--- src/rtl/ram_arb_pkg.sv ---
// Shared constants, FSM state encodings and request bundle for the
// two-master RAM arbiter.
package ram_arb_pkg;

  localparam int AW = 16;
  localparam int DW = 16;
  localparam logic [AW-1:0] ADDR_MAX = AW'(2047);

  localparam logic [1:0] IDLE  = 2'd0;
  localparam logic [1:0] ISSUE = 2'd1;
  localparam logic [1:0] WAIT  = 2'd2;
  localparam logic [1:0] RESP  = 2'd3;

  typedef struct packed {
    logic          write;
    logic [AW-1:0] addr;
    logic [DW-1:0] wdata;
  } req_t;

  function automatic logic [1:0] onehot2(input logic idx);
    return idx ? 2'b10 : 2'b01;
  endfunction

endpackage

--- src/rtl/ram_arbiter_2p_rr_pick2.sv ---
// Combinational two-way round-robin selector: prio breaks ties, a lone
// requester always wins.
module rr_pick2 (
  input  logic [1:0] valid,
  input  logic       prio,
  output logic       grant,
  output logic       gnt_any
);

  assign gnt_any = |valid;
  assign grant   = (valid == 2'b11) ? prio : valid[1];

endmodule

--- src/rtl/ram_arbiter_2p.sv ---
// Round-robin arbiter and sequencer placing two masters in front of one
// 2048 x 16 single-port SRAM, with out-of-range address screening.
module ram_arbiter_2p
  import ram_arb_pkg::*;
(
  input  logic            clk,
  input  logic            rst,
  input  logic [1:0]      req_valid,
  input  logic [1:0]      req_write,
  input  logic [2*AW-1:0] req_addr,
  input  logic [2*DW-1:0] req_wdata,
  output logic [1:0]      req_done,
  output logic            req_error,
  output logic [DW-1:0]   req_rdata,
  output logic            ram_valid,
  output logic            ram_write,
  output logic [AW-1:0]   ram_addr,
  output logic [DW-1:0]   ram_wdata,
  input  logic            ram_ready,
  input  logic            ram_error,
  input  logic [DW-1:0]   ram_rdata
);

  logic [1:0] state;
  logic       prio;
  logic       gnt;
  logic       err;
  req_t       lreq;
  req_t       sel;
  logic       pick;
  logic       pick_any;

  rr_pick2 u_pick (
    .valid   (req_valid),
    .prio    (prio),
    .grant   (pick),
    .gnt_any (pick_any)
  );

  // NOTE: every field gets a value on every path, so no latch is inferred.
  always_comb begin
    sel.write = req_write[pick];
    sel.addr  = pick ? req_addr[2*AW-1:AW]  : req_addr[AW-1:0];
    sel.wdata = pick ? req_wdata[2*DW-1:DW] : req_wdata[DW-1:0];
  end

  // Moore outputs: the RAM port is driven straight from the latched request.
  assign ram_valid = (state == ISSUE);
  assign ram_write = lreq.write;
  assign ram_addr  = lreq.addr;
  assign ram_wdata = lreq.wdata;
  assign req_done  = (state == RESP) ? onehot2(gnt) : 2'b00;
  assign req_error = (state == RESP) & err;

  // NOTE: state uses non-blocking assignments so all registers update together.
  always_ff @(posedge clk) begin
    if (rst) begin
      state     <= IDLE;
      prio      <= 1'b0;
      gnt       <= 1'b0;
      err       <= 1'b0;
      lreq      <= '0;
      req_rdata <= '0;
    end else begin
      case (state)
        IDLE: begin
          if (pick_any) begin
            gnt  <= pick;
            prio <= ~pick;
            lreq <= sel;
            if (sel.addr > ADDR_MAX) begin
              err   <= 1'b1;
              state <= RESP;
            end else begin
              err   <= 1'b0;
              state <= ISSUE;
            end
          end
        end
        ISSUE: state <= WAIT;
        WAIT: begin
          req_rdata <= lreq.write ? '0 : ram_rdata;
          err       <= ram_error | ~ram_ready;
          state     <= RESP;
        end
        default: state <= IDLE;
      endcase
    end
  end

endmodule

--- config.mk ---
export PLATFORM = sky130hd
export DESIGN_NAME = ram_arbiter_2p
export DESIGN_NICKNAME = d
export VERILOG_FILES = /design/src/rtl/ram_arb_pkg.sv /design/src/rtl/ram_arbiter_2p_rr_pick2.sv /design/src/rtl/ram_arbiter_2p.sv
export SDC_FILE = /design/constraint.sdc
export NUM_CORES = 1
export LEC_CHECK = 0
export CAP_MARGIN = 20
export CELL_PAD_IN_SITES_DETAIL_PLACEMENT = 2
export CELL_PAD_IN_SITES_GLOBAL_PLACEMENT = 2
export CORE_MARGIN = 1.5
export CORE_UTILIZATION = 20
export DETAILED_ROUTE_END_ITERATION = 6
export GPL_ROUTABILITY_DRIVEN = 0
export HOLD_SLACK_MARGIN = 0.12
export PLACE_DENSITY_LB_ADDON = 0.15
export SETUP_SLACK_MARGIN = 0.3
export SYNTH_ARGS = -nofsm -noshare
export SYNTH_HDL_FRONTEND = slang
export SYNTH_SLANG_ARGS = --single-unit
--- constraint.sdc ---
create_clock -name clk -period 1.7 [get_ports clk]
set_input_delay 0.255 -clock clk [delete_from_list [all_inputs] [get_ports clk]]
set_output_delay 0.255 -clock clk [all_outputs]
set_load 0.01 [all_outputs]
==> results of run 1 <==
metrics by stage:
stage                     setup slack, ns  power (mW)  hold WS (ns)  setup TNS, ns  utilization (%)
after floorplan                     0.323        3.14         0.365              0                -
after global placement             -0.266        4.39         0.477          -7.75             35.0
after detailed placement           -0.310        4.46         0.483          -8.81             35.0
after CTS                           0.164        5.72         0.495              0             38.4
after global routing                0.151        6.21         0.520              0             39.0
final                               0.185        5.79         0.494              0             39.0
power by group:
part | total (mW) | internal [mW] | leakage (nW) | switching, mW
Clock | 1.04 | 0.541 | 0.0629 | 0.495
Sequential | 1.85 | 1.64 | 0.445 | 0.209
Combinational | 2.90 | 1.57 | 1.66 | 1.34
Total | 5.79 | 3.75 | 2.17 | 2.04
metal layers:
metal	wire, µm	part of all wire [%]	global-route usage [%]
met1	4390	45	19.7
met4	113	1.2	4.62
met2	4900	50	29.1
met5	0	0	0
met3	408	4.2	3.73
cell families (layout without fill, tap and decap cells):
logic type               count (synthesis)  in the layout  synth area share, %
adder cells (fa/ha/maj)                  5              5                 2.70
AND/OR/NAND/NOR                         58             59                 13.6
flip-flops                              54             54                 46.7
buffers and inverters                   20            190                 4.75
multiplexers                             6              6                 2.65
AO/OA/AOI/OAI                           93             94                 29.6
worst paths after layout:
kind	endpoint	from	slack (ns)	depth (start not counted)
hold reg to reg	gnt$_SDFFE_PP0P_	gnt$_SDFFE_PP0P_	0.49	2
setup / recovery	ram_valid	state[1]$_SDFFE_PP0P_	0.19	5
setup reg to reg	ram_addr[10]$_SDFFE_PP0P_	state[1]$_SDFFE_PP0P_	0.22	8
hold / removal	gnt$_SDFFE_PP0P_	gnt$_SDFFE_PP0P_	0.49	2
timing repair:
item / CTS / global route
pin swaps: 14 / 2
setup buffers: 15 / 2
setup endpoints to repair: 104 / 50
hold endpoints to repair: 0 / 0
hold buffers: 0 / 0
resized for setup: 93 / 13
cloned: 5 / 1
worst min-delay path, delay by kind of cell (launching register included):
| family | cells | cell delay (ns) |
|---|---|---|
| flops | 1 | 0.33 |
| simple gates | 1 | 0.06 |
| compound gates | 1 | 0.05 |
synthesized netlist by cell type, drive strengths merged:
library cell and count:
a21o 28, buf 10, or4 2, o211ai 1, a22o 28, and2 2
dfxtp 54, a21oi 22, nand3b 3, o221ai 1, mux2 1, o21ai 5
nor2b 19, nand2 2, o21a 1, ha 5, inv 4, nor3b 2
mux2i 5, nor2 28, clkbuf 6, o311ai 1, a311oi 1, a211oi 5
final cells by class:
class                      instances  area [µm²]
fill                            1266        6930
multi-input combinational        164        1240
sequential                        54        1080
inverter                           4        15.0
tap                              143         179
timing repair buffer             179        1780
clock buffer                       6         129
clock inverter                     1        7.51
sequential cells by signal, summed over array words and instances, names as in the netlist:
register and count:
err 1, gnt 1, ram_addr 16, ram_wdata 16, prio 1, state 2, ram_write 1, req_rdata 16
==> results by group, run 1 <==
Synthesis
  • Syn Inst Count: 236
  • Count of cell types in the netlist: 31
  • Avg Synthesized Cell Area: 9.81 µm²
  • Post-synthesis sequential area ratio: 46.7%
  • Syn_nets: 329
  • Yosys reg bits: 54
  • Synth area leader: dfxtp_1
  • Yosys top cell area share: 46.7%
  • Top cells by area, synth: dfxtp_1 47%, a22o_1 11%, a21o_1 9.1%
  • Synthesized cell area: 2320 µm²
  • Synth warn: 0

STA
  • Final Hold Vio Count: 0
  • Fmax: 0.660 GHz
  • Slew HR: 79.4%
  • RSZ-0062 raised after global routing: yes
  • Skew final: 0.00934 ns
  • Fin crit period: 1.51 ns
  • Final Max Slew Viols: 0
  • Final setup viols: 0
  • Final period utilization: 89.1%
  • Slew @ Worst Pin: 0.304 ns

Status
  • Status: complete, no violations

Finish
  • Area delta synth->final: 91.6%
  • Post-route insts no fill: 551
  • Design area: 4440 µm²
  • Inserted Diodes: 0
  • Most common cell after layout, fill and taps aside: clkdlybuf4s50_1
  • Layout cell share with drive strength beyond 1: 18.1%
  • # nets final: 501
  • Most frequent cells in the layout: 85 x clkdlybuf4s50_1, 51 x dfxtp_1, 51 x dlygate4sd2_1

Floorplanning
  • Site Rows: 39
  • Chip Width: 111 µm
  • Initial Utilization: 20.4%
  • Die area: 12,200 µm²
  • Die Y: 111 µm
  • Io pins: 141
  • Core Region: 11,400 µm²

Clock network
  • CTS Buf Count: 5
  • Worst-path clk slew: 0.07 ns
  • Root buffer cell: clkbuf_16
  • CTS Buffer Depth: 2
  • Skew-Pair Late Insertion Delay: 0.30 ns
  • CTS tree: built
  • Sink Count: 54
  • Depth of the CTS H-tree: 2

Worst setup path
  • CP Capture Type: primary output
  • CP max-delay cell: dfxtp_2
  • Cell family with most CP delay: buffers and inverters
  • Critical path required time: 1.44 ns
  • Critical path arrival: 1.26 ns
  • Largest stage delay on the critical path: 0.37 ns
  • CP Cell Sequence: inv_2 -> buf_4 -> buf_6 -> ha_1 -> buf_2
  • Buf+Inv Stages, Crit Path: 4
  • Setup crit start kind: register
  • Worst-path fanout max: 3
  • CP Class: register to primary output

Drt
  • Detailed router's first-iteration violation count: 50
  • Final antenna-violating net count: 0
  • Pre-Repair DR Iteration Count: 4
  • Routed Wire Length: 9.81 mm
  • Vias: 2,511
  • WL/cell: 17.8 µm
  • DRC errors left: 0
  • Post-DR vias/cell: 4.56

Placed design
  • Placed cell area: 3980 µm²
  • Buffers on Ports: 140
  • Dpl cells: 521
  • Post-detail-place hpwl: 6.08 mm

Global route
  • GRT overflow: 0
  • Initial antenna violation count: 0
  • Tot GR Track Use: 16.4%
  • Number of global-route vias before repair: 2,801
  • Pin count of the biggest net entering global routing: 17
  • First-pass GRT wire length: 15.4 mm

Flow run
  • Max cap viols: 0

Power and ir drop
  • Leakage: 2.17 nW
  • Worst-case vdd ir drop: 0.477 mV
  • Power per Cell Area: 1300 nW/µm²

Worst hold path
  • Hold Path Class: register to register
(Power assumes the default switching activity.)
==> inputs of run 2 (changes only) <==
--- a/config.mk
+++ b/config.mk
@@ -13,7 +13,7 @@
 export DETAILED_ROUTE_END_ITERATION = 6
 export GPL_ROUTABILITY_DRIVEN = 0
 export HOLD_SLACK_MARGIN = 0.12
-export PLACE_DENSITY_LB_ADDON = 0.15
+export PLACE_DENSITY_LB_ADDON = 0.1
 export SETUP_SLACK_MARGIN = 0.3
 export SYNTH_ARGS = -nofsm -noshare
 export SYNTH_HDL_FRONTEND = slang
==> run 2 against run 1 <==
Effect of this change:
- combinational power down 7.2%
- core utilization down 1.1 points
- flip-flop and latch count unchanged
- sequential power about the same
- first-iteration DRC count up 22%
- worst setup slack better by 0.014 ns
- cell count down 1.6%
- clock-buffer cell count up 1
- non-clock buffer count down 10
- global-route usage down 0.61 points
- via count down 3.2%
- critical path depth up 3
- highest routed layer unchanged
==> results by group, run 2 (synthesized netlist as in run 1, its figures left out) <==
Drt
  • WL/cell: 17.6 µm (-1.2%)
  • M1 wire length: 4.24 mm (-3.5%)
  • Pre-Repair DR Iteration Count: 4 (unchanged)
  • DRC errors left: 0 (unchanged)
  • Routed Wire Length: 9.53 mm (-2.8%)
  • Met3 WL: 490 µm (+20%)
  • Post-DR vias/cell: 4.48 (-1.6%)
  • Vias: 2,430 (-3.2%)
  • Detailed router's first-iteration violation count: 61 (+22%)
  • Final antenna-violating net count: 0 (unchanged)
  • Highest metal used: met4
  • Metal2 WL: 4.69 mm (-4.3%)

Clock network
  • Root buffer cell: clkbuf_16
  • CTS Buffer Depth: 2 (unchanged)
  • Sink Count: 54 (unchanged)
  • Skew-Pair Late Insertion Delay: 0.30 ns (about the same)
  • CTS Buf Count: 5 (unchanged)
  • Worst-path clk slew: 0.07 ns (about the same)
  • Depth of the CTS H-tree: 2 (unchanged)
  • CTS tree: built

Global route
  • Pin count of the biggest net entering global routing: 28 (+11)
  • Tot GR Track Use: 15.8% (-0.61 points)
  • First-pass GRT wire length: 15.1 mm (-2.3%)
  • Initial antenna violation count: 0 (unchanged)
  • GRT overflow: 0 (unchanged)
  • Number of global-route vias before repair: 2,716 (-3.0%)

STA
  • Worst hold margin: 0.492 ns (-0.00118 ns)
  • Final period utilization: 88.3% (-0.85 points)
  • Skew final: 0.00495 ns (-0.00438 ns)
  • Slew @ Worst Pin: 0.404 ns (+0.0996 ns)
  • Final setup viols: 0 (unchanged)
  • RSZ-0062 raised after global routing: yes
  • Fmax: 0.666 GHz (+0.96%)
  • Slew HR: 72.8% (-6.7 points)
  • Final Max Slew Viols: 0 (unchanged)
  • Final setup TNS: 0 ns (unchanged)
  • Worst Slack Setup Final: 0.200 ns (+0.0144 ns)
  • Fin crit period: 1.50 ns (-0.0144 ns)
  • Final Hold Vio Count: 0 (unchanged)

Finish
  • Post-layout util: 38.0% (-1.1 points)
  • Inserted Diodes: 0 (unchanged)
  • Area delta synth->final: 86.3%
  • Most common cell after layout, fill and taps aside: clkdlybuf4s50_1
  • Design area: 4320 µm² (-2.7%)
  • Post-route insts no fill: 542 (-1.6%)
  • Footprint of the multi-input gates: 1210 µm² (-2.4%)
  • Layout cell share with drive strength beyond 1: 15.3% (-2.8 points)
  • # nets final: 491 (-2.0%)
  • Area occupied by registers: 1080 µm² (unchanged)
  • Filler cell count: 1,253 (-1.0%)
  • Most frequent cells in the layout: 85 x clkdlybuf4s50_1, 51 x dfxtp_1, 51 x dlygate4sd2_1

Worst setup path
  • Worst-path fanout max: 14 (+11)
  • Reg2Reg Depth: 8 (unchanged)
  • Critical path required time: 1.89 ns (+0.45 ns)
  • CP Class: register to register
  • Setup crit start kind: register
  • Largest stage delay on the critical path: 0.35 ns (-0.02 ns)
  • Critical path arrival: 1.69 ns (+0.43 ns)
  • CP max-delay cell: dfxtp_2
  • CP Capture Type: register
  • CP Cell Sequence: inv_2 -> ha_4 -> nand3b_1 -> buf_4 -> a21oi_4 -> buf_12 -> a22o_1 -> a21o_1

Floorplanning
  • Die area: 12,200 µm² (unchanged)
  • Initial Utilization: 20.4% (unchanged)
  • Site Rows: 39 (unchanged)
  • Chip Width: 111 µm (unchanged)
  • Core Region: 11,400 µm² (unchanged)
  • Io pins: 141 (unchanged)
  • Die Y: 111 µm (unchanged)

Worst hold path
  • WHS Path Cells: 2 (unchanged)
  • Hold Path Class: register to register

Power and ir drop
  • Worst-case vdd ir drop: 0.389 mV (-18%)
  • Power per Cell Area: 1320 nW/µm² (+1.6%)
  • Leakage: 2.10 nW (-3.2%)
  • Total power: 5.72 mW (-1.2%)

Placed design
  • Placed cell area: 3960 µm² (-0.57%)
  • Post-detail-place hpwl: 6.20 mm (+2.1%)
  • Dpl cells: 518 (-0.58%)
  • Buffers on Ports: 140 (unchanged)
  • Worst slack, placed: -0.325 ns (-0.0143 ns)

Flow run
  • Max cap viols: 0 (unchanged)

Status
  • Status: complete, no violations
-- run 2: cell count changes in the layout (fill, tap and decap cells not counted), moves of 2 or more --
| cell | previous run | this run |
|---|---|---|
| clkdlybuf4s15_2 | 0 | 2 |
| buf_2 | 4 | 1 |
| ha_4 | 3 | 1 |
| buf_6 | 14 | 8 |
| a21oi_2 | 5 | 3 |
| ha_2 | 0 | 2 |
| buf_4 | 17 | 15 |
| a21oi_1 | 16 | 18 |
-- run 2: routing by layer --
metal / global-route usage (%) / vias to the layer above
met5: 0 / -
met4: 4.62 / 0
met3: 3.95 / 8
met2: 27.5 / 82
met1: 19.1 / 1168
li1: - / 1172
-- run 2: critical path, delay by kind of cell (launching register included) --
family,cells,cell delay (ns)
DFF,1,0.35
AOI/OAI and AO/OA,3,0.38
buffers and inverters,3,0.37
adders and majority gates,1,0.18
and+or+nand+nor,1,0.12
-- run 2: path summary, 6_finish.rpt --
kind,from,end,slack [ns]
min,gnt$_SDFFE_PP0P_,gnt$_SDFFE_PP0P_,0.49
max reg2reg,state[1]$_SDFFE_PP0P_,ram_addr[3]$_SDFFE_PP0P_,0.20
max,state[1]$_SDFFE_PP0P_,ram_addr[3]$_SDFFE_PP0P_,0.20
min reg2reg,gnt$_SDFFE_PP0P_,gnt$_SDFFE_PP0P_,0.49
-- run 2: report_power, final --
part | switching [mW] | total, mW | internal (mW)
registers | 0.204 | 1.84 | 1.64
logic | 1.28 | 2.69 | 1.41
clock network | 0.486 | 1.18 | 0.698
total | 1.97 | 5.72 | 3.75
-- run 2: final cells by class --
type,count,area share (%)
Clock inverter,1,0.696
Clock buffer,7,3.07
Tap cell,143,4.15
Timing Repair Buffer,169,38.5
Inverter,4,0.348
Sequential cell,54,25.1
Multi-Input combinational cell,164,28.1
-- run 2: timing repair --
action,4_1_cts,5_1_grt
setup endpoints to repair,90,54
cloned,3,1
hold buffers,0,0
buffers inserted,10,2
gates resized for setup,73,18
pin swaps,3,3
==> inputs of run 3 (changes only) <==
--- a/config.mk
+++ b/config.mk
@@ -8,7 +8,7 @@
 export CAP_MARGIN = 20
 export CELL_PAD_IN_SITES_DETAIL_PLACEMENT = 2
 export CELL_PAD_IN_SITES_GLOBAL_PLACEMENT = 2
-export CORE_MARGIN = 1.5
+export CORE_MARGIN = 1
 export CORE_UTILIZATION = 20
 export DETAILED_ROUTE_END_ITERATION = 6
 export GPL_ROUTABILITY_DRIVEN = 0
==> run 3 against run 2 <==
Effect of this change:
- flip-flop and latch count is the same
- clock skew increased by 0.0038 ns
- cell count up 0.37%
- final area rose by 1.9%
- wire length is 1.8% higher
- non-clock buffer count grew 7
- total power up 0.57%
- combinational power increased by 7%
- worst hold slack got worse by 0.12 ns
- sequential power about the same
- highest routed layer unchanged
==> results by group, run 3 (synthesized netlist as in run 1, its figures left out) <==
Status
  • Status: complete, no violations

Finish
  • Area delta synth->final: 89.8%
  • Most frequent cells in the layout: 84 x clkdlybuf4s50_1, 51 x dfxtp_1, 51 x dlygate4sd2_1
  • Layout cell share with drive strength beyond 1: 16.6% (+1.3 points)
  • # nets final: 497 (+1.2%)
  • Post-layout util: 39.7% (+1.7 points)
  • Design area: 4400 µm² (+1.9%)
  • Post-route insts no fill: 544 (+0.37%)
  • Filler cell count: 1,248 (-0.40%)
  • Inserted Diodes: 0 (unchanged)
  • Most common cell after layout, fill and taps aside: clkdlybuf4s50_1

Clock network
  • Sink Count: 54 (unchanged)
  • Skew-Pair Late Insertion Delay: 0.30 ns (about the same)
  • CTS tree: built
  • Depth of the CTS H-tree: 2 (unchanged)
  • Cts hold-fix bufs: 0 (unchanged)
  • CTS Buffer Depth: 2 (unchanged)
  • Root buffer cell: clkbuf_16
  • Worst-path clk slew: 0.08 ns (about the same)
  • CTS Buf Count: 5 (unchanged)

STA
  • Worst Slack Setup Final: 0.120 ns (-0.0796 ns)
  • Slew @ Worst Pin: 0.451 ns (+0.0470 ns)
  • Slew HR: 69.9% (-2.9 points)
  • Skew final: 0.00873 ns (+0.00378 ns)
  • Final Max Slew Viols: 0 (unchanged)
  • Final Hold Vio Count: 0 (unchanged)
  • Final setup viols: 0 (unchanged)
  • Fmax: 0.633 GHz (-5.0%)
  • RSZ-0062 raised after global routing: yes
  • Worst hold margin: 0.369 ns (-0.124 ns)
  • Final setup TNS: 0 ns (unchanged)
  • Final period utilization: 92.9% (+4.7 points)
  • Fin crit period: 1.58 ns (+0.0796 ns)

Power and ir drop
  • Power per Cell Area: 1310 nW/µm² (-1.3%)
  • Psw: 2.03 mW (+3.5%)
  • Cell internal pwr: 3.72 mW (-0.96%)
  • Worst-case vdd ir drop: 0.570 mV (+46%)
  • Sw Share: 35.4% (+0.99 points)
  • Total power: 5.75 mW (+0.57%)
  • Sequential power share: 32.0% (-0.2 points)
  • Leakage: 2.16 nW (+2.5%)
  • Clock power frac: 18.1% (-2.6 points)
  • Comb pwr share: 49.9% (+2.8 points)

Placed design
  • Buffers on Ports: 140 (unchanged)
  • Worst slack, placed: -0.295 ns (+0.0299 ns)
  • Placed cell area: 3960 µm² (about the same)
  • Post-detail-place hpwl: 6.17 mm (-0.49%)
  • Dpl cells: 514 (-0.77%)

Worst setup path
  • Largest stage delay on the critical path: 0.37 ns (+0.02 ns)
  • Setup crit start kind: register
  • Critical path arrival: 1.78 ns (+0.09 ns)
  • Worst-path fanout max: 14 (unchanged)
  • Critical path required time: 1.90 ns (about the same)
  • Crit path top cell by count: buf_6
  • CP Cell Sequence: inv_4 -> ha_4 -> buf_6 -> nand3b_1 -> a21oi_4 -> buf_6 -> buf_16 -> a22o_1 -> a21o_1
  • CP Capture Type: register
  • CP Class: register to register
  • CP max-delay cell: dfxtp_4

Drt
  • Vias: 2,464 (+1.4%)
  • Pre-Repair DR Iteration Count: 4 (unchanged)
  • Post-DR vias/cell: 4.53 (+1.0%)
  • Routed Wire Length: 9.70 mm (+1.8%)
  • WL/cell: 17.8 µm (+1.4%)
  • Final antenna-violating net count: 0 (unchanged)
  • DRC errors left: 0 (unchanged)
  • Detailed router's first-iteration violation count: 50 (-18%)

Floorplanning
  • Core Region: 11,100 µm² (-2.6%)
  • Die Y: 110 µm (-0.90%)
  • Io pins: 141 (unchanged)
  • Site Rows: 38 (-2.6%)
  • Die area: 12,000 µm² (-1.8%)
  • Chip Width: 110 µm (-0.90%)
  • Initial Utilization: 20.9% (+0.54 points)

Global route
  • First-pass GRT wire length: 14.2 mm (-5.8%)
  • GRT overflow: 0 (unchanged)
  • Pin count of the biggest net entering global routing: 29 (+3.6%)
  • Initial antenna violation count: 0 (unchanged)
  • Number of global-route vias before repair: 2,658 (-2.1%)
  • Tot GR Track Use: 15.8% (+0.075 points)

Worst hold path
  • Hold Path Class: input port to register

Flow run
  • Max cap viols: 0 (unchanged)
[run 3: cell types whose count changed in the layout (fill, tap and decap cells not counted), sizes merged]
cell,before,now
clkinvlp,0,1
a21oi,23,22
clkdlybuf4s15,2,0
clkdlybuf4s50,85,84
bufinv,1,0
clkbuf,8,9
dlymetal6s2s,0,1
buf,30,37
[run 3: final timing paths]
check                                  from                   endpoint  slack, ns  cells after the start
hold / removal                 req_valid[1]          prio$_SDFFE_PP0P_       0.37                      3
setup reg to reg      state[0]$_SDFFE_PP0P_  ram_wdata[6]$_SDFFE_PP0P_       0.12                      9
hold reg to reg   ram_addr[11]$_SDFFE_PP0P_  ram_addr[11]$_SDFFE_PP0P_       0.50                      2
setup / recovery      state[0]$_SDFFE_PP0P_  ram_wdata[6]$_SDFFE_PP0P_       0.12                      9
[run 3: critical path, delay by kind of cell, from the launching register on]
kind	cells	cell delay (ns)
AND/OR/NAND/NOR	1	0.11
adder cells (fa/ha/maj)	1	0.16
buffers and inverters	4	0.44
flip-flops	1	0.37
AO/OA/AOI/OAI	3	0.41
[run 3: area by class of cell]
| type | count | area, µm² | share of cell area [%] |
|---|---|---|---|
| inverters | 4 | 17.5 | 0.399 |
| flip-flops and latches | 54 | 1090 | 24.7 |
| well taps | 140 | 175 | 3.99 |
| clock inverters | 1 | 7.51 | 0.171 |
| repair buffers | 176 | 1760 | 40.1 |
| clock buffers | 6 | 129 | 2.93 |
| multi-input cells | 163 | 1220 | 27.7 |
[run 3: per-layer routing]
metal / share of wire [%] / vias up / GRT usage [%]
met2: 49 / 85 / 27.7
li1: - / 1183 / -
met5: 0 / - / 0
met4: 0.88 / 0 / 4.00
met1: 43 / 1190 / 18.4
met3: 7.7 / 6 / 5.45
[run 3: repair_timing]
| item | CTS | global route |
|---|---|---|
| resized for setup | 89 | 10 |
| endpoints found under the setup margin | 104 | 42 |
| setup buffers | 9 | 6 |
| cloned | 4 | 4 |
| hold endpoints to repair | 0 | 0 |
| pin swaps | 4 | 7 |
[run 3: power groups by stage]
stage	registers [mW]	clock network [mW]	logic (mW)
floorplan	2.00	0	1.14
finish	1.84	1.04	2.87
global placement	1.86	0	2.47
CTS	1.85	1.09	2.71
global route	1.90	1.13	3.11
detailed placement	1.88	0	2.53
==> patch 1, RTL diff (config.mk and constraints of run 1) <==
Register the output `req_error`, cleared by the reset; this adds one clock of latency there. The other outputs are not delayed to match.
--- a/src/rtl/ram_arbiter_2p.sv
+++ b/src/rtl/ram_arbiter_2p.sv
@@ -50,7 +50,13 @@
   assign ram_addr  = lreq.addr;
   assign ram_wdata = lreq.wdata;
   assign req_done  = (state == RESP) ? onehot2(gnt) : 2'b00;
-  assign req_error = (state == RESP) & err;
+  always_ff @(posedge clk) begin
+    if (rst) begin
+      req_error <= '0;
+    end else begin
+      req_error <= (state == RESP) & err;
+    end
+  end
 
   // NOTE: state uses non-blocking assignments so all registers update together.
   always_ff @(posedge clk) begin
Check against the original RTL: not equivalent (a bounded check fails within 4 cycles, from zero or initial values and one cycle with rst high).
==> patch 1 against run 1 <==
Global-route usage fell by 1.3 points; core utilization up 0.59 points; area after synthesis grew 0.86%; setup slack got worse by 66 ps; final area grew 1.9%; largest cell class unchanged; sequential cell count rose by 1; hold slack got worse by 3.3 ps; total power rose by 4.1%; routed wire length is 2.3% lower; critical path depth is 4 higher.
==> patch 1: results (changes against run 1) <==
metric	value	unit	change
status	finished clean		
ANT cells	0		unchanged
GR Util All Layers	15.1	%	-1.3 points
Vias	2482		-1.2%
Slew HR	72.4	%	-7.0 points
H-tree levels	2		unchanged
share of cells above drive strength 1	21.0	%	+2.9 points
most frequent cells after synthesis	dfxtp_1, a21o_1, a22o_1		
vias in the first global route	2701		-3.6%
# DRC	0		unchanged
Min-Delay Path Class	flop to flop		
ys async rst share	0	%	unchanged
Endpoint, Worst Hold	req_error$_SDFF_PP0_		
drt first pass iters	3		-1
P_sw	0.00212	W	+4.0%
RR Endpoint	ram_wdata[0]$_SDFFE_PP0P_		
Clk. pwr	0.00104	W	about the same
filler instances	1246		-1.6%
number of I/O port buffers	140		unchanged
Distinct cells, synth	32		+3.2%
Clock Skew	9.17	ps	-0.160 ps
Seq/Total Area, Yosys	47.1	%	+0.46 points
first-pass GRT wire length	14.6	mm	-5.3%
worst-path maximum fanout	5		+2
post-DP HPWL	6.41	mm	+5.5%
final total power	0.00602	W	+4.1%
top cells by area, synth	dfxtp_1, a22o_1, a21o_1, nor2b_1, a21oi_1		
Max clock buf depth	2		unchanged
final WL	9.59	mm	-2.3%
leakage power	2.18	nW	+0.37%
largest net degree at the start of global routing	29		+12
worst path arrival time	1780	ps	+520 ps
hold path startpoint	err$_SDFFE_PP0P_		
initial antenna violation count	0		unchanged
reg2reg start	state[0]$_SDFFE_PP0P_		
hold path cells	1		-1
sequential share of power	31.0	%	-0.9 points
YS warnings	0		unchanged
Peak VDD IR	470	uV	-1.5%
Slowest-stage cell, CP	dfxtp_4		
Reg2Reg Depth	9		+1
Crit path largest cell delay	360	ps	
post-synthesis net count	330		+0.30%
clk_lat worst skew	300	ps	about the same
Root Driver	clkbuf_16		
clock-pin slew on the worst setup and hold paths	80	ps	
Num CTS Buffers	5		unchanged
fin nets	497		-0.80%
1st-iter DRT viols	45		-10%
flop2flop setup slack	120	ps	-100 ps
[patch 1: changes by cell type in the layout (fill, tap and decap cells not counted), moves of 4 or more]
cell / change
buf_8: +5
buf_2: -4
a21oi_2: +11
a21oi_1: -12
buf_6: -6
[patch 1: how the worst max path moves through the flow]
stage / from / endpoint / slack, ps
2_1_floorplan: state[1]$_SDFFE_PP0P_ / ram_addr[0]$_SDFFE_PP0P_ / 320
3_3_place_gp: req_valid[0] / ram_addr[7]$_SDFFE_PP0P_ / -220
3_5_place_dp: req_valid[0] / ram_wdata[10]$_SDFFE_PP0P_ / -230
4_1_cts: state[0]$_SDFFE_PP0P_ / ram_wdata[10]$_SDFFE_PP0P_ / 130
5_1_grt: state[1]$_SDFFE_PP0P_ / ram_wdata[0]$_SDFFE_PP0P_ / 50
6_report: state[0]$_SDFFE_PP0P_ / ram_wdata[0]$_SDFFE_PP0P_ / 120
[patch 1: stage by stage]
stage          setup WS (ps)  instances  instance area (sq um)  hold WS (ps)
2_1_floorplan            323        237                   2370           365
3_3_place_gp            -224        518                   3980           472
3_5_place_dp            -225        518                   3980           479
4_1_cts                  135        540                   4310           490
5_1_grt                 48.0        547                   4520           520
6_report                 119        547                   4520           490
[patch 1: kinds of logic (layout without fill, tap and decap cells)]
family	Yosys count	in the layout	synth area share (%)
and+or+nand+nor	58	59	13.5
AOI/OAI and AO/OA	93	93	29.4
adders and majority gates	5	5	2.68
buffers and inverters	20	186	4.71
DFF	55	55	47.1
muxes	6	6	2.62
[patch 1: layout make-up]
| cell class | count | share of cell area (%) |
|---|---|---|
| Tap cell | 143 | 3.96 |
| Clock buffer | 5 | 2.77 |
| Multi-Input combinational cell | 163 | 29.1 |
| Sequential cell | 55 | 24.5 |
| Timing Repair Buffer | 175 | 39.1 |
| Clock inverter | 2 | 0.304 |
| Inverter | 4 | 0.387 |
[patch 1: layer usage]
metal | global-route usage (%) | vias to the layer above | part of all wire [%]
met1 | 18.1 | 1218 | 43
met5 | 0 | - | 0
met2 | 27.1 | 77 | 51
met4 | 3.29 | 0 | 0.77
li1 | - | 1182 | -
met3 | 3.83 | 5 | 5.1
[patch 1: worst max-delay path, delay by kind of cell, from the launching register on]
| family | cells | cell delay (ps) |
|---|---|---|
| AND/OR/NAND/NOR | 1 | 130 |
| flip-flops | 1 | 360 |
| AO/OA/AOI/OAI | 3 | 400 |
| adder cells (fa/ha/maj) | 1 | 150 |
| buffers and inverters | 4 | 440 |
[patch 1: timing repair]
item	CTS	global route
resized for setup	89	41
gates cloned	3	2
setup endpoints to repair	104	56
pin swaps	8	29
setup buffers	12	5
==> patch 2, RTL diff (config.mk and constraints of run 1) <==
Made on the original files. Set the package constant `AW` to 17 (it was 16).
--- a/src/rtl/ram_arb_pkg.sv
+++ b/src/rtl/ram_arb_pkg.sv
@@ -2,7 +2,7 @@
 // two-master RAM arbiter.
 package ram_arb_pkg;
 
-  localparam int AW = 16;
+  localparam int AW = 17;
   localparam int DW = 16;
   localparam logic [AW-1:0] ADDR_MAX = AW'(2047);
 
Interface: changed (resized ram_addr and req_addr); port bits go from 141 to 144. No check against the original RTL was run, so the function may have changed too.
==> patch 2 against run 1 <==
Critical path depth up 3; area after synthesis up 1.5%; combinational power up 24%; sequential cell count up 1; count of clock-buffer cells in the layout unchanged; highest routed layer unchanged; via count up 5.0%; final area up 3.1%; total power up 13%; routed wire length down 2.2%; setup slack better by 3.6 ps; die area up 1.5%; largest power group unchanged; core utilization up 1.0 points.
==> patch 2: results (changes against run 1) <==
metric	value	unit	change
CP Launch Point	state[0]$_SDFFE_PP0P_		
fin nets	510		+1.8%
ys async rst share	0	%	unchanged
hold path startpoint	rst		
Root Driver	clkbuf_16		
Clock Skew	7.40	ps	-1.94 ps
max reg flops	17		
Syn Area/Cell	9.22	sq um	-6.1%
most frequent cells after synthesis	nor2_1, dfxtp_1, a211oi_1, a21oi_1, nor2b_1		
first-pass GRT wire length	14.7	mm	-4.6%
clock-pin slew on the worst setup and hold paths	70	ps	about the same
count leader, synth	nor2_1		
Vias per Instance	4.73		+3.7%
H-tree levels	2		unchanged
top cells by area, synth	dfxtp_1, nor2_1, a222oi_1, mux2i_1, a211oi_1		
clk_lat worst skew	300	ps	about the same
final WL	9.60	mm	-2.2%
Peak VDD IR	458	uV	-4.0%
Slew @ Worst Pin	381	ps	+76.5 ps
Min-Delay Path Class	input port to flop		
Max clock buf depth	2		unchanged
GR Util All Layers	14.7	%	-1.7 points
Distinct cells, synth	32		+3.2%
number of I/O port buffers	143		+2.1%
status	finished clean		
1st-iter DRT viols	148		+200%
largest net degree at the start of global routing	32		+15
drt first pass iters	4		unchanged
vias in the first global route	2831		+1.1%
YS warnings	0		unchanged
Seq/Total Area, Yosys	46.8	%	+0.16 points
worst-path maximum fanout	8		+5
share of cells above drive strength 1	21.9	%	+3.8 points
Synth Flop Type	dfxtp_1		
Vias	2637		+5.0%
initial antenna violation count	0		unchanged
leakage power	2.00	nW	-8.0%
worst path arrival time	1730	ps	+470 ps
ANT cells	0		unchanged
post-synthesis net count	350		+6.4%
post-DP HPWL	6.45	mm	+6.1%
Placed Instances	534		+2.5%
filler instances	1252		-1.1%
pre-CTS setup slack	-327	ps	-16.3 ps
Num CTS Buffers	5		unchanged
patch 2: changes by cell type after synthesis, moves of 3 or more:
cell	before	now
nor2_1	27	56
buf_2	4	8
a222oi_1	0	17
o21ai_0	4	1
clkbuf_1	6	9
buf_4	4	1
a22o_1	28	0
a211oi_1	5	19
a21o_1	28	0
mux2i_1	5	17
nand3b_1	3	0
patch 2: where the power goes:
part,total (W),internal [W],switching (W),leakage (nW)
logic,0.00360,0.00191,0.00170,1.47
clock network,0.00106,0.000578,0.000483,0.0727
registers,0.00190,0.00169,0.000219,0.454
total,0.00657,0.00417,0.00240,2.00
patch 2: repair_timing:
item / 4_1_cts / 5_1_grt
hold endpoints to repair: 0 / 0
cloned: 1 / 4
resized for setup: 103 / 32
buffers inserted: 4 / 8
setup endpoints to repair: 101 / 43
pin swaps: 18 / 21
patch 2: metrics by stage:
step / area [sq um] / power, W / hold WS, ps
finish: 4580 / 0.00657 / 305
global route: 4580 / 0.00705 / 328
CTS: 4280 / 0.00604 / 291
detailed placement: 4020 / 0.00477 / 478
global placement: 4000 / 0.00464 / 462
floorplan: 2390 / 0.00337 / 394
patch 2: kinds of logic after synthesis:
| group | synth area share (%) |
|---|---|
| AND/OR/NAND/NOR | 17.5 |
| AO/OA/AOI/OAI | 20.1 |
| flip-flops | 46.8 |
| buffers and inverters | 5.22 |
| multiplexers | 7.72 |
| adder cells (fa/ha/maj) | 2.66 |
patch 2: layout make-up:
cell class                      count  area (sq um)  share of cell area [%]
Sequential cell                    55          1110                    24.2
Timing Repair Buffer              175          1750                    38.2
Tap cell                          143           179                    3.91
Clock inverter                      1          5.00                   0.109
Multi-Input combinational cell    175          1380                    30.2
Inverter                            3          16.3                   0.355
Clock buffer                        6           139                    3.04
patch 2: critical path, stage by stage (launching register included):
cell       delay, ps
dfxtp_2          330
inv_2             60
buf_6             90
ha_4             160
buf_4            130
o21a_4           220
clkbuf_16        180
nor2_1            60
a211oi_2         200
patch 2: metal layers:
layer  vias to the layer above  global-route usage, %  share of wire [%]
li1                       1243                      -                  -
met1                      1292                   17.8                 43
met2                        96                   25.2                 49
met3                         6                   4.79                7.2
met4                         0                   3.80               0.95
met5                         -                      0                  0
patch 2: final timing paths:
check	end	slack, ps	depth (start not counted)
setup / recovery	ram_addr[16]$_SDFFE_PP0P_	190	8
hold / removal	state[1]$_SDFFE_PP0P_	310	4
setup reg to reg	ram_addr[16]$_SDFFE_PP0P_	190	8
hold reg to reg	prio$_SDFFE_PP0P_	480	1
